$ cat config.mk
export PLATFORM = sky130hd
export DESIGN_NAME = avr_fetch
export DESIGN_NICKNAME = d
export VERILOG_FILES = /design/src/rtl/avr_pkg.sv /design/src/rtl/fetch_buf.sv /design/src/rtl/avr_fetch.sv
export SDC_FILE = /design/constraint.sdc
export NUM_CORES = 1
export LEC_CHECK = 0
export CAP_MARGIN = 5
export CORE_MARGIN = 2
export CORE_UTILIZATION = 49
export DETAILED_ROUTE_END_ITERATION = 6
export HOLD_SLACK_MARGIN = 0.1
export MAX_ROUTING_LAYER = met4
export PLACE_DENSITY = 0.84
export SYNTH_ARGS = -nofsm -noshare
export SYNTH_HDL_FRONTEND = slang
export SYNTH_SLANG_ARGS = --single-unit
$ cat constraint.sdc
create_clock -name clk -period 2.65 [get_ports clk]
set_input_delay 0.53 -clock clk [delete_from_list [all_inputs] [get_ports clk]]
set_output_delay 0.53 -clock clk [all_outputs]
set_load 0.01 [all_outputs]
$ cat src/rtl/avr_pkg.sv
// avr_pkg: shared types and constants for the AVR front end.
// Holds ROM geometry, two-word opcode masks and the fetch-buffer entry.
package avr_pkg;

  localparam int ROM_AW = 10;
  localparam logic [ROM_AW-1:0] RESET_PC = '0;

  localparam logic [15:0] LDS_MASK  = 16'hFC0F;
  localparam logic [15:0] LDS_MATCH = 16'h9000;
  localparam logic [15:0] JMP_MASK  = 16'hFE0C;
  localparam logic [15:0] JMP_MATCH = 16'h940C;

  typedef struct packed {
    logic [15:0]       word;
    logic [ROM_AW-1:0] pc;
  } buf_ent_t;

  function automatic logic is_two_word(
    input logic [15:0] w
  );
    return ((w & LDS_MASK) == LDS_MATCH) ||
           ((w & JMP_MASK) == JMP_MATCH);
  endfunction

endpackage

$ cat src/rtl/fetch_buf.sv
// fetch_buf: 3-entry shift FIFO of {word, pc}.
// Push one, pop zero/one/two per cycle, with synchronous clear.
module fetch_buf
  import avr_pkg::*;
(
  input  logic       clk,
  input  logic       rst,
  input  logic       clr,
  input  logic       push,
  input  buf_ent_t   push_ent,
  input  logic [1:0] pop,
  output logic [1:0] count,
  output buf_ent_t   ent0,
  output buf_ent_t   ent1
);

  buf_ent_t   q   [3];
  buf_ent_t   q_n [3];
  logic [1:0] left;
  logic [1:0] cnt_n;

  // shift out popped entries, then append at the new tail
  always_comb begin
    q_n   = q;
    left  = count;
    cnt_n = count;
    unique case (pop)
      2'd1: begin
        q_n[0] = q[1];
        q_n[1] = q[2];
        q_n[2] = '0;
        left   = count - 2'd1;
      end
      2'd2: begin
        q_n[0] = q[2];
        q_n[1] = '0;
        q_n[2] = '0;
        left   = count - 2'd2;
      end
      default: ;
    endcase
    cnt_n = left;
    if (push && left != 2'd3) begin
      unique case (left)
        2'd0:    q_n[0] = push_ent;
        2'd1:    q_n[1] = push_ent;
        2'd2:    q_n[2] = push_ent;
        default: ;
      endcase
      cnt_n = left + 2'd1;
    end
    if (clr) begin
      cnt_n = '0;
    end
  end

  // entry storage and occupancy
  always_ff @(posedge clk) begin
    if (rst) begin
      count <= '0;
      q     <= '{default: '0};
    end else begin
      count <= cnt_n;
      q     <= q_n;
    end
  end

  assign ent0 = q[0];
  assign ent1 = q[1];

endmodule

$ cat src/rtl/avr_fetch.sv
// avr_fetch: ROM read issue, latency tracking and instruction
// assembly from a 3-entry prefetch buffer with jump redirect.
module avr_fetch
  import avr_pkg::*;
(
  input  logic              clk,
  input  logic              rst,
  output logic              mem_ce,
  output logic [ROM_AW-1:0] mem_a,
  input  logic [15:0]       mem_d,
  input  logic              jmp_valid,
  input  logic [ROM_AW-1:0] jmp_pc,
  output logic              ins_valid,
  input  logic              ins_ready,
  output logic [ROM_AW-1:0] ins_pc,
  output logic [15:0]       ins_word0,
  output logic [15:0]       ins_word1,
  output logic              ins_len
);

  logic [ROM_AW-1:0] fpc;
  logic [ROM_AW-1:0] infl_pc;
  logic              inflight;
  logic [1:0]        count;
  buf_ent_t          ent0;
  buf_ent_t          ent1;
  buf_ent_t          push_ent;
  logic [2:0]        occ;
  logic              issue;
  logic              push;
  logic              two_w;
  logic              xfer;
  logic [1:0]        pop;

  // read issue; address holds at fpc when idle
  always_comb begin
    occ    = {1'b0, count} + {2'b00, inflight};
    issue  = !rst && (jmp_valid || occ < 3'd3);
    mem_ce = issue;
    mem_a  = fpc;
    if (rst) begin
      mem_a = '0;
    end else if (jmp_valid) begin
      mem_a = jmp_pc;
    end
  end

  // decoder-facing instruction from buffer head
  always_comb begin
    two_w     = is_two_word(ent0.word);
    ins_len   = !rst && count != 2'd0 && two_w;
    ins_valid = !rst && count != 2'd0 &&
                (!two_w || count >= 2'd2);
    ins_pc    = rst ? '0 : ent0.pc;
    ins_word0 = rst ? '0 : ent0.word;
    ins_word1 = ins_len ? ent1.word : '0;
    xfer      = ins_valid && ins_ready;
    pop       = xfer ? (ins_len ? 2'd2 : 2'd1) : 2'd0;
    push      = inflight && !jmp_valid;
    push_ent  = '{word: mem_d, pc: infl_pc};
  end

  // fetch pointer and in-flight read tracking
  always_ff @(posedge clk) begin
    if (rst) begin
      fpc      <= RESET_PC;
      inflight <= 1'b0;
      infl_pc  <= RESET_PC;
    end else begin
      inflight <= issue;
      if (issue) begin
        fpc     <= mem_a + ROM_AW'(1);
        infl_pc <= mem_a;
      end
    end
  end

  fetch_buf u_buf (
    .clk      (clk),
    .rst      (rst),
    .clr      (jmp_valid),
    .push     (push),
    .push_ent (push_ent),
    .pop      (pop),
    .count    (count),
    .ent0     (ent0),
    .ent1     (ent1)
  );

endmodule

==> results by stage <==
Worst hold path:
- The cell depth of the worst hold path is 2.
- The min-delay analysis places its worst path in the category flop to flop.
- The worst hold path startpoint is fpc[1]$_SDFFE_PP0P_.
- The worst hold path terminates at fpc[1]$_SDFFE_PP0P_.

STA:
- On the final layout, the worst clock skew is 0.0150 ns.
- Setup total negative slack on the finished layout was measured at 0 ns.
- Setup repair after global routing could not meet its margin everywhere.
- Static timing analysis puts the maximum clock frequency at 382 MHz.
- Hold is met by 0.487 ns.
- The slew at the pin with the worst max-slew slack is 0.535 ns.
- The count of final max-slew check failures is 0.
- Setup slack on the critical path of the routed design comes to 0.0318 ns.
- The final period utilization is 98.8%.
- Headroom to the max-slew limit came out at 64.3%.
- Setup violations remaining at the end of the flow were counted as 0.
- The total count of hold-check failures in the final report is 0.
- The worst path needs 2.62 ns of the cycle, external delays included.

Placement:
- The number of port buffers is 84.
- The pre-CTS worst setup slack is -0.0227 ns.
- The detailed placer's ending HPWL is 9620 µm.
- The weighted congestion reported at the end of routability-driven placement is 0.919.
- The instance count after placement with tap cells included is 844.

Cells and area:
- The number of antenna diodes in the final layout is 0.
- The fraction of layout instances using a drive strength above 1 is 17.6%.
- The area growth from synthesis to layout is 29.5%.
- The number of cells in the finished layout apart from fillers is 875.
- The fill cell instance count of the final layout is 868.
- The final layout net count is 769.

Run status:
- The run finished with clean final reports.

Floorplan:
- In this run the horizontal extent of the chip is 108 µm.
- The total area inside the core boundary comes to 10400 µm².
- The overall die height is 108 µm.
- The site row count is 37.
- The floorplan die area is 11600 µm².
- Once the floorplan was initialized, standard cells occupied 50.7% of the core.
- In this run the count of I/O pins placed on the die edge is 85.

Worst setup path:
- Of all nets on the critical path, the largest fanout is 8.
- The worst register-to-register path ends at u_buf.ent1[5]$_SDFF_PP0_.
- In this run the critical register-to-register path is launched from u_buf.ent0[11]$_SDFF_PP0_.
- The largest single stage delay on the critical path is 0.34 ns.
- In this run the register-to-register setup slack is 0.09 ns.
- The data required time of the critical path is 2.12 ns.
- The slowest cell on the critical path is sky130_fd_sc_hd__dfxtp_1.
- The worst setup path is launched from a flop.
- The worst path arrival time is 2.09 ns.
- The worst reg-to-reg path cell count is 8.
- Traced cell by cell, the critical path runs through nand4bb_2 > nor4_4 > buf_4 > buf_6 > and3_1 > dlygate4sd2_1.
- The category of the worst setup path capture point is an output pin.
- By startpoint and endpoint, the worst setup path is classified as flop to output pin.

Clock tree:
- For the worst-skew pair, the clock arrives at the later sink with an insertion delay of 0.37 ns.
- TritonCTS built the clock tree.
- The clock transition at the registers of the reported paths is 0.10 ns.
- Clock tree synthesis inserted a total of 9 buffers.
- The longest clock path from root to sink contains 2 buffers.
- The maximum level of the CTS H-tree is 3.
- Counting every sink on the clock net gives 101.
- The root buffer cell chosen for the clock tree is sky130_fd_sc_hd__clkbuf_8.
- The hold buffer count at cts is 0.

Yosys:
- Summing the sequential cell areas from Yosys gives 38.3% of the chip area.
- The Yosys step of the flow raised 0 warnings.
- The count of flip-flops with a built-in enable after synthesis is 0.
- Of all flip-flops after synthesis, the portion carrying an async set or reset was 0%.
- In the synthesized netlist the dominant register cell turns out to be sky130_fd_sc_hd__dfxtp_1.
- After synthesis the cells add up to 5290 µm².
- After synthesis, the netlist uses 46 different library cells.
- Synthesis inferred 101 register bits.
- Counting every net in the synthesized netlist gives 663.
- The synthesized netlist cell count is 628.
- Averaged over all synthesized cells, the footprint is 8.42 µm².

Global routing:
- The via count of the first global-routing pass is 4885.
- Entering global routing, the biggest net connects 54 pins.
- For this run the aggregate overflow at the end of global routing stands at 0.
- The first global-routing pass estimated 23700 µm of wire.
- For this run, the total global-route usage over all layers was measured as 26.0%.
- The initial antenna violation count was 0.

Routing:
- After detailed routing, the number of remaining DRC violations is 0.
- After detailed routing, the total wire length is 14500 µm.
- The detailed router finished its first iteration with 236 violations.
- The via count normalized by instance count is 5.69.
- The iteration count of the initial detailed-routing pass is 4.
- The count of nets left with antenna violations after detail routing is 0.
- The via count is 4981.
- The final routed wire length divided by cell count is 16.5 µm.

Pwr:
- The analysis attributes to cell leakage a power of 2.86 nW.
- The worst-case IR drop observed on VDD is 0.000252 V.
- The power density over the cells is 458 nW/µm².
- The post-route total power is 0.00313 W.

Job:
- The number of violations of the max-capacitance limit is 0.
routing by layer:
layer / global-route usage, % / vias to the layer above / routed length, µm
li1: - / 2416 / -
met1: 34.0 / 2353 / 6450
met2: 41.6 / 182 / 6960
met3: 3.09 / 30 / 789
met4: 9.52 / 0 / 275
met5: - / - / 0
cell type report:
cell class	instances	area, µm²	area share [%]
clock inverter	6	60.1	0.878
tap	136	170	2.49
inverter	3	13.8	0.201
timing repair buffer	147	1360	19.8
clock buffer	10	128	1.87
sequential	101	2020	29.6
multi-input combinational	472	3090	45.1
cell usage in the layout (no fill, tap or decap), types with 3 or more instances in the layout:
master / n
sky130_fd_sc_hd__a211oi_1: 7
sky130_fd_sc_hd__a21boi_0: 26
sky130_fd_sc_hd__a21oi_1: 15
sky130_fd_sc_hd__a21oi_2: 3
sky130_fd_sc_hd__a22o_1: 52
sky130_fd_sc_hd__a31oi_1: 28
sky130_fd_sc_hd__and3_1: 18
sky130_fd_sc_hd__buf_12: 4
sky130_fd_sc_hd__buf_4: 57
sky130_fd_sc_hd__buf_6: 3
sky130_fd_sc_hd__clkbuf_8: 9
sky130_fd_sc_hd__clkdlybuf4s50_1: 58
sky130_fd_sc_hd__dfxtp_1: 99
sky130_fd_sc_hd__dlygate4sd2_1: 16
sky130_fd_sc_hd__dlymetal6s2s_1: 6
sky130_fd_sc_hd__ha_1: 4
sky130_fd_sc_hd__mux2_2: 6
sky130_fd_sc_hd__mux2_4: 20
sky130_fd_sc_hd__mux2i_1: 9
sky130_fd_sc_hd__nand2_1: 83
sky130_fd_sc_hd__nand3_1: 4
sky130_fd_sc_hd__nor2_1: 78
sky130_fd_sc_hd__nor2b_1: 52
sky130_fd_sc_hd__nor3_1: 28
sky130_fd_sc_hd__xor2_1: 5
timing repair:
action,CTS,global route
gates cloned,1,0
setup endpoints to repair,28,40
resized for setup,35,20
setup buffers,12,2
endpoints found under the hold margin,0,0
pin swaps,3,3
worst max-delay path, delay by kind of cell (launching register included):
family / cells / cell delay (ns)
buf+inv: 3 / 0.56
simple gates: 3 / 0.81
flops: 1 / 0.34
worst max-delay path by stage:
| stage | from | endpoint | slack [ns] | cells past startpoint |
|---|---|---|---|---|
| after CTS | jmp_valid | mem_a[0] | 0.01 | 5 |
| final | u_buf.ent0[24]$_SDFF_PP0_ | ins_word1[13] | 0.03 | 6 |
| after detailed placement | ins_ready | u_buf.q[2]$_SDFF_PP0_ | -0.02 | 7 |
| after global routing | jmp_valid | mem_a[3] | -0.04 | 5 |
| after floorplan | rst | fpc[8]$_SDFFE_PP0P_ | 0.04 | 10 |
| after global placement | jmp_valid | mem_a[0] | 0.02 | 5 |
kinds of logic after synthesis:
| family | share of synthesized area (%) |
|---|---|
| mux | 8.85 |
| xor+xnor | 1.47 |
| simple gates | 25.4 |
| compound gates | 20.2 |
| flops | 38.3 |
| fa+ha+maj | 1.18 |
| buf+inv | 4.69 |
cell usage after synthesis (2+ instances only):
library cell	instances	area share [%]
sky130_fd_sc_hd__nand2_1	83	5.9
sky130_fd_sc_hd__buf_2	9	0.85
sky130_fd_sc_hd__buf_1	7	0.50
sky130_fd_sc_hd__or2_2	2	0.24
sky130_fd_sc_hd__nor2_1	80	5.7
sky130_fd_sc_hd__a311oi_1	2	0.33
sky130_fd_sc_hd__xor2_1	5	0.83
sky130_fd_sc_hd__nand4_1	2	0.24
sky130_fd_sc_hd__mux2i_1	10	1.9
sky130_fd_sc_hd__and3_1	18	2.1
sky130_fd_sc_hd__or4_1	3	0.43
sky130_fd_sc_hd__clkbuf_1	31	2.2
sky130_fd_sc_hd__nor3_1	28	2.7
sky130_fd_sc_hd__a21oi_2	2	0.33
sky130_fd_sc_hd__buf_4	2	0.28
sky130_fd_sc_hd__dfxtp_1	101	38
sky130_fd_sc_hd__nor2b_1	52	6.2
sky130_fd_sc_hd__mux2_4	20	5.7
sky130_fd_sc_hd__ha_1	5	1.2
sky130_fd_sc_hd__a31oi_1	29	3.4
sky130_fd_sc_hd__mux2_2	6	1.3
sky130_fd_sc_hd__buf_6	3	0.64
sky130_fd_sc_hd__o21ai_0	2	0.19
sky130_fd_sc_hd__a21boi_0	26	3.7
sky130_fd_sc_hd__a211oi_1	7	0.99
sky130_fd_sc_hd__nand3b_1	2	0.28
sky130_fd_sc_hd__a21oi_1	16	1.5
sky130_fd_sc_hd__inv_1	2	0.14
sky130_fd_sc_hd__xnor2_1	2	0.33
sky130_fd_sc_hd__a22o_1	52	8.6
sky130_fd_sc_hd__nand3_1	4	0.38
where the power goes:
part | internal, W | switching (W)
registers | 0.00158 | 0.0000488
clock network | 0.000360 | 0.000570
logic | 0.000295 | 0.000278
total | 0.00224 | 0.000897
per-stage QoR:
stage	utilization (%)	cell area, µm²
after global placement	62.2	6480
after global routing	65.7	6840
after detailed placement	62.2	6480
after CTS	65.2	6790
final	65.7	6840
after floorplan	-	5290
flip-flops by register name, summed over array words and instances (netlist names):
signal       count
u_buf.ent1      26
u_buf.q         26
u_buf.count      2
u_buf.ent0      26
fpc             10
inflight         1
infl_pc         10
Note: power is estimated with default switching activity, not from simulation.
